$ cat config.mk
export PLATFORM = sky130hd
export DESIGN_NAME = hdmi_deserializer_1_to_10
export DESIGN_NICKNAME = d
export VERILOG_FILES = /design/src/rtl/hdmi_deserializer_1_to_10.sv
export SDC_FILE = /design/constraint.sdc
export NUM_CORES = 1
export LEC_CHECK = 0
export BUFFER_PORTS_ARGS = -buffer_cell sky130_fd_sc_hd__buf_2
export CAP_MARGIN = 20
export CORE_MARGIN = 8
export CORE_UTILIZATION = 55
export DETAILED_ROUTE_END_ITERATION = 8
export GPL_ROUTABILITY_DRIVEN = 0
export PLACE_DENSITY = 0.84
export RECOVER_POWER = 100
export SYNTH_ARGS = -nofsm -noshare
export SYNTH_HDL_FRONTEND = slang
export SYNTH_SLANG_ARGS = --single-unit
$ cat constraint.sdc
create_clock -name serial_clk_5x -period 8 [get_ports serial_clk_5x]
set_input_delay 2 -clock serial_clk_5x [delete_from_list [all_inputs] [get_ports serial_clk_5x]]
set_output_delay 2 -clock serial_clk_5x [all_outputs]
set_load 0.05 [all_outputs]
$ cat src/rtl/hdmi_deserializer_1_to_10.sv
// TMDS 1:10 deserializer: packs DDIO_IN bit pairs into 10-bit characters and
// recovers word alignment by hunting for control tokens at one of 10 bit offsets.
module hdmi_deserializer_1_to_10 #(
  parameter int LOCK_TOKENS = 8,
  parameter int LOSS_WORDS  = 4096
) (
  input  logic       serial_clk_5x,
  input  logic       sys_rst_n,
  input  logic       datain_rise,
  input  logic       datain_fall,
  output logic [9:0] paralell_data,
  output logic       data_valid,
  output logic       locked,
  output logic [3:0] bit_offset
);
  localparam int TW = $clog2(LOCK_TOKENS + 1);
  localparam int LW = $clog2(LOSS_WORDS + 1);
  localparam logic [TW-1:0] TOK_TGT  = TW'(LOCK_TOKENS);
  localparam logic [TW-1:0] TOK_ONE  = TW'(1);
  localparam logic [LW-1:0] LOSS_TGT = LW'(LOSS_WORDS);
  localparam logic [LW-1:0] LOSS_ONE = LW'(1);

  typedef enum logic [1:0] {SEARCH, VERIFY, LOCKED} state_t;

  state_t          state, state_nxt;
  logic [19:0]     shreg;
  logic [2:0]      phase;
  logic [TW-1:0]   tok_cnt, tok_cnt_nxt;
  logic [LW-1:0]   loss_cnt, loss_cnt_nxt;
  logic [3:0]      off_nxt, first_k;
  logic [9:0][9:0] slice;
  logic [9:0]      is_tok;
  logic [9:0]      cur_slice;
  logic            any_tok, cur_tok, strobe;

  // phase 0 follows the edge that absorbed the fifth pair of a word window
  assign strobe  = (phase == 3'd0);
  assign any_tok = |is_tok;

  for (genvar k = 0; k < 10; k++) begin : g_slice
    assign slice[k]  = shreg[k +: 10];
    assign is_tok[k] = (slice[k] == 10'h354) || (slice[k] == 10'h0AB) ||
                       (slice[k] == 10'h154) || (slice[k] == 10'h2AB);
  end

  // downward scan so the lowest token offset wins
  always_comb begin
    first_k   = '0;
    cur_slice = '0;
    cur_tok   = 1'b0;
    for (int k = 9; k >= 0; k--)
      if (is_tok[k]) first_k = 4'(k);
    for (int k = 0; k < 10; k++)
      if (bit_offset == 4'(k)) begin
        cur_slice = slice[k];
        cur_tok   = is_tok[k];
      end
  end

  always_comb begin
    state_nxt    = state;
    tok_cnt_nxt  = tok_cnt;
    loss_cnt_nxt = loss_cnt;
    off_nxt      = bit_offset;
    case (state)
      SEARCH: if (any_tok) begin
        off_nxt = first_k;
        if (LOCK_TOKENS == 1) begin
          state_nxt    = LOCKED;
          tok_cnt_nxt  = '0;
          loss_cnt_nxt = '0;
        end else begin
          state_nxt   = VERIFY;
          tok_cnt_nxt = TOK_ONE;
        end
      end
      VERIFY: begin
        if (cur_tok) begin
          if (tok_cnt + TOK_ONE == TOK_TGT) begin
            state_nxt    = LOCKED;
            tok_cnt_nxt  = '0;
            loss_cnt_nxt = '0;
          end else begin
            tok_cnt_nxt = tok_cnt + TOK_ONE;
          end
        end else if (any_tok) begin
          // token at a different offset: drop the candidate, rescan next word
          state_nxt   = SEARCH;
          tok_cnt_nxt = '0;
        end
      end
      LOCKED: begin
        if (cur_tok) begin
          loss_cnt_nxt = '0;
        end else if (loss_cnt + LOSS_ONE == LOSS_TGT) begin
          state_nxt    = SEARCH;
          tok_cnt_nxt  = '0;
          loss_cnt_nxt = '0;
        end else begin
          loss_cnt_nxt = loss_cnt + LOSS_ONE;
        end
      end
      default: state_nxt = SEARCH;
    endcase
  end

  always_ff @(posedge serial_clk_5x or negedge sys_rst_n) begin
    if (!sys_rst_n) begin
      shreg         <= '0;
      phase         <= '0;
      state         <= SEARCH;
      tok_cnt       <= '0;
      loss_cnt      <= '0;
      bit_offset    <= '0;
      paralell_data <= '0;
      data_valid    <= 1'b0;
      locked        <= 1'b0;
    end else begin
      shreg      <= {datain_fall, datain_rise, shreg[19:2]};
      phase      <= (phase == 3'd4) ? 3'd0 : phase + 3'd1;
      data_valid <= strobe && (state_nxt == LOCKED);
      if (strobe) begin
        state         <= state_nxt;
        tok_cnt       <= tok_cnt_nxt;
        loss_cnt      <= loss_cnt_nxt;
        bit_offset    <= off_nxt;
        paralell_data <= cur_slice;
        locked        <= (state_nxt == LOCKED);
      end
    end
  end
endmodule
### Yosys cells after proc, flatten, opt, wreduce, memory -nomap -nowiden

Cells that the tools add are included.

* muxes and demuxes: 50
* equality and inequality tests: 61
* $add $sub $neg: 3
* reduce and logical (&&, ||, !) cells: 40

Operators with widths (number)
* 10-bit == test, second input constant: 20
* 10-bit by 8-bit == test with 1-bit output, second input constant: 10
* 10-bit by 9-bit == test with 1-bit output, second input constant: 10
* 10-bit 2-to-1 mux: 10
* 4-bit 2-to-1 mux: 16
* 13-bit 2-to-1 mux: 4
* 1-bit logical OR: 30
* 13-bit case mux with 2 select lines: 1
* 4-bit by 3-bit == test with 1-bit output, second input constant: 4
* 13-bit by 1-bit adder with 13-bit output, second input constant: 1
* 13-bit == test, second input constant: 1
* 4-bit == test, second input constant: 3
* 2-bit 2-to-1 mux: 6
* 4-bit case mux with 3 select lines: 1
* 1-bit 2-to-1 mux: 10
* 2-bit != test, second input constant: 5
* 10-bit OR reduction: 1
* 4-bit by 2-bit == test with 1-bit output, second input constant: 2
* 2-bit case mux with 3 select lines: 1
* 6-bit AND reduction: 1
* 4-bit by 1-bit adder with 4-bit output, second input constant: 1
* 2-bit == test, second input constant: 2
* 4-bit by 1-bit == test with 1-bit output, second input constant: 1
* 4-bit logical NOT: 1
* 12 further kinds: 12

* register bits: 58
* output and inout port bits: 16
* word-level logic and storage cells: 163

### Longest topological paths before layout

* depth after elaboration: 18
* gate-level depth with buffers: 10
* gate-level depth less buffers: 9

### Worst setup path after synthesis

Ideal clock, no wire load.

* path type: register to register
* start point: reg bit_offset[1]
* end point: reg tok_cnt[0]
* stages on the path, launching flop included: 10
* required time: 7.875 ns
* setup time: 0.125 ns
* clock period less this slack: 2.777 ns
* setup slack: 5.223 ns
* arrival: 2.652 ns
* path through: dfrtp_1 > clkbuf_1 > nor4_1 > a22oi_1 > nor2_1 > o31ai_1 > a21oi_4 > o31ai_4 > nand3_4 > mux2_4

* word-level cells in the longest chain between the ends: 13
* elaborated cells between the ends (all ways): 25
* those cells by class: eq/ne: 11; mux: 12; reduce/logical: 2

Ends and longest elaborated chain
* start, declared: line 14 `output logic [3:0] bit_offset`
* start signal, assigned: line 126 `bit_offset <= off_nxt;`
* 4-bit logical NOT: line 54 `if (bit_offset == 4'(k)) begin`
* 1-bit 2-to-1 mux (9 in series): line 54
* 1-bit 2-to-1 mux *: line 54
* 3-bit != test (no line), or another cell as far along
* 6-bit AND reduction (no line) / 4-bit case mux with 3 select lines (equally long branches)
* end signal, assigned: line 124 `tok_cnt <= tok_cnt_nxt;`
* end, declared: line 28 `logic [TW-1:0] tok_cnt, tok_cnt_nxt;`

Every way passes the cells marked *; elsewhere a longest branch is shown, timed or not.
A chain may end at the register's enable or synchronous reset.

==> impl_results.md <==
- Max Fclk: 222 MHz
- Setup total negative slack: 0 ns
- Synth area leaders: dfrtp_1, a22oi_1, o21ai_0
- Ys async rst share: 100%
- Crit path capture type: async pin
- Worst Setup Start Kind: input port
- Site Rows: 30
- WP data arrival: 4.28 ns
- Min-delay src: shreg[19]
- Final setup margin: 3.50 ns
- Max-slew violations: 83
- GRT Overall Usage: 20.5%
- Worst r2r path cells: 8
- Share of post-route cells with drive strength above 1: 9.03%
- Crit path required time: 7.78 ns
- Fin. Hold Viols: 0
- Clock Latency Late Sink: 0.36 ns
- Crit path kind: in -> async
- Crit path max fanout: 58
- Syn avg cell area: 8.97 um^2
- Largest net degree at the start of global routing: 59
- Register area share after synthesis: 37.5%
- H-tree Lvls: 3
- Pre-CTS setup slack: 4.73 ns
- N_diodes: 0
- Max-cap viol count: 3
- Top cell type's share of synthesized area: 37.5%
- Leak: 1.58 nW
- Violated checks: max-capacitance violations, max-slew violations
- Slowest cell on crit path: clkbuf_1
- CTS buffer count: 9
- Setup Fix Bufs, Post-CTS: 0
- Power per cell area: 200 nW/um^2
- Grt total ovfl: 0
- Crit path max-delay family: buffers and inverters
- Clock root cell: clkbuf_8
- R2R Path Start: bit_offset[0]
- Drc violations: 0
- Final setup vio count: 0
- Die Ht: 99.9 um
- Slowest stage delay, CP: 2.17 ns
- Mapped Cells: 431
- RSZ-0062 raised after global routing: no
- Crit path buffers/inverters: 2
- Routed Antenna Nets: 0
- Initial Utilization: 56.9%
- Commonest non-fill, non-tap cell in the layout: dfrtp_1
- Initial antenna violation count: 0
- Slew @ Worst Pin: 3.09 ns
- Syn nets: 443
- Wire length per cell: 18.6 um
- Fill cells: 572
- Crit path time final: 4.50 ns
- Yosys reg bits: 58
- Total power: 831 uW
- Post-layout nets: 450
- Routed vias: 3676
- Vias in the first global route: 3419
- Maximum vdd drop: 141 uV
- First DRT Iteration DRCs: 364
- Reg2reg setup slack: 3.85 ns
- Hold path endpoint: shreg[17]
- Clk slew on worst S/H paths: 0.08 ns
- Final period utilization: 56.3%
- Clk sinks: 58
- Io pins: 20
- Worst Clk Skew: 0.00785 ns
- Synth Flop Type: dfrtp_1
- Clock tree buffer depth: 2
- Placeable core region: 6790 um^2
- WHS Path Cells: 0
- Vias per std cell: 6.82
- Rel. slew slack: -106%
- Hold Crit Class: reg -> reg
- Drt first pass iters: 8
- Number of flops mapped to enable cells by yosys: 0
- Die Span X: 99.9 um
- DP HPWL: 6.72 mm
- CTS tree: built
- CTS Hold Bufs: 0
- Netlist cell types: 72
- Worst-path cell chain: buf_2 -> clkbuf_1
- Status: finished with violations
- Worst R2R End: loss_cnt[8]
- Area leader, netlist: dfrtp_1
- Most frequent cells in the layout: dfrtp_1, nor2_1, o21ai_0
- Port buffer count: 19
- Post-CTS Resized: 0
- First-pass GRT wire length: 16.6 mm
- Synth Cell Area: 3870 um^2
- Area grow syn2layout: 7.44%
- Routed wire length: 10.0 mm
- Yosys warns: 0
- Die ar.: 9970 um^2
-- cells in the mapped netlist (all sizes together), types with 2 or more instances --
cell	number
a22oi	28
ha	8
o21ai	30
a22o	3
nor4	2
o31ai	4
a222oi	7
or3b	2
inv	17
and3	6
mux2	4
and4bb	3
or3	3
o22ai	5
o2111ai	2
nor2	34
nor3	11
nor3b	4
or4	2
and2	3
o211ai	2
nor2b	12
nor4bb	2
a221o	3
xnor2	3
nand2	25
nand4bb	2
dfrtp	58
mux2i	4
a221oi	3
and4	3
o221ai	2
nand3	19
or2	2
a21oi	13
clkbuf	26
a41oi	6
nand2b	10
a31oi	17
nor4b	5
nand4	14
buf	5
-- metal layers --
| metal | track usage, % | vias to the layer above | wire length, um |
|---|---|---|---|
| met1 | 24.3 | 1766 | 4040 |
| met2 | 33.9 | 204 | 4910 |
| met3 | 5.88 | 35 | 779 |
| met5 | 0 | - | 0 |
| met4 | 8.38 | 0 | 297 |
| li1 | - | 1671 | - |
-- sequential cells by signal (all words and copies together), names as in the netlist --
name	count
locked	1
shreg	20
paralell_data	10
tok_cnt	4
phase	3
loss_cnt	13
state	2
data_valid	1
bit_offset	4
-- worst max path at each step --
stage / slack (ns) / endpoint / cells after the start / start
global placement: 4.80 / loss_cnt[8] / 7 / bit_offset[2]
detailed placement: 4.73 / loss_cnt[8] / 7 / bit_offset[2]
global route: 2.82 / paralell_data[2] / 2 / sys_rst_n
finish: 3.50 / locked / 2 / sys_rst_n
CTS: 4.68 / bit_offset[0] / 1 / bit_offset[0]
floorplan: 5.22 / tok_cnt[0] / 9 / bit_offset[1]
-- metrics by stage --
step	cell area, um^2	utilization (%)	std cells	hold WS (ns)
2_1_floorplan	3870	-	431	0.331
3_3_place_gp	4000	58.9	521	0.335
3_5_place_dp	4000	58.9	521	0.340
4_1_cts	4230	62.2	537	0.358
5_1_grt	4160	61.2	539	0.361
6_report	4160	61.2	539	0.353
-- report_power, final --
| group | internal, mW | switching (mW) | total [mW] |
|---|---|---|---|
| clock | 0.178 | 0.134 | 0.312 |
| sequential | 0.315 | 0.0324 | 0.348 |
| combinational | 0.0535 | 0.117 | 0.171 |
-- final cells by class --
class | count | area [um^2] | area share [%]
flip-flops and latches | 58 | 1450 | 34.9
well taps | 96 | 120 | 2.89
clock inverters | 7 | 103 | 2.47
inverters | 17 | 63.8 | 1.54
repair buffers | 27 | 131 | 3.16
multi-input cells | 325 | 2160 | 52.0
clock buffers | 9 | 124 | 2.98
-- cells by family (layout without fill, tap and decap cells) --
group,count (synthesis),count (layout),synth area share (%)
and+or+nand+nor,169,169,26.0
adders and majority gates,8,8,2.59
buffers and inverters,48,60,5.05
xor gates and xnor gates,3,3,0.680
muxes,8,8,2.39
AOI/OAI and AO/OA,137,137,25.7
DFF,58,58,37.5
Note: power is estimated with default switching activity, not from simulation.
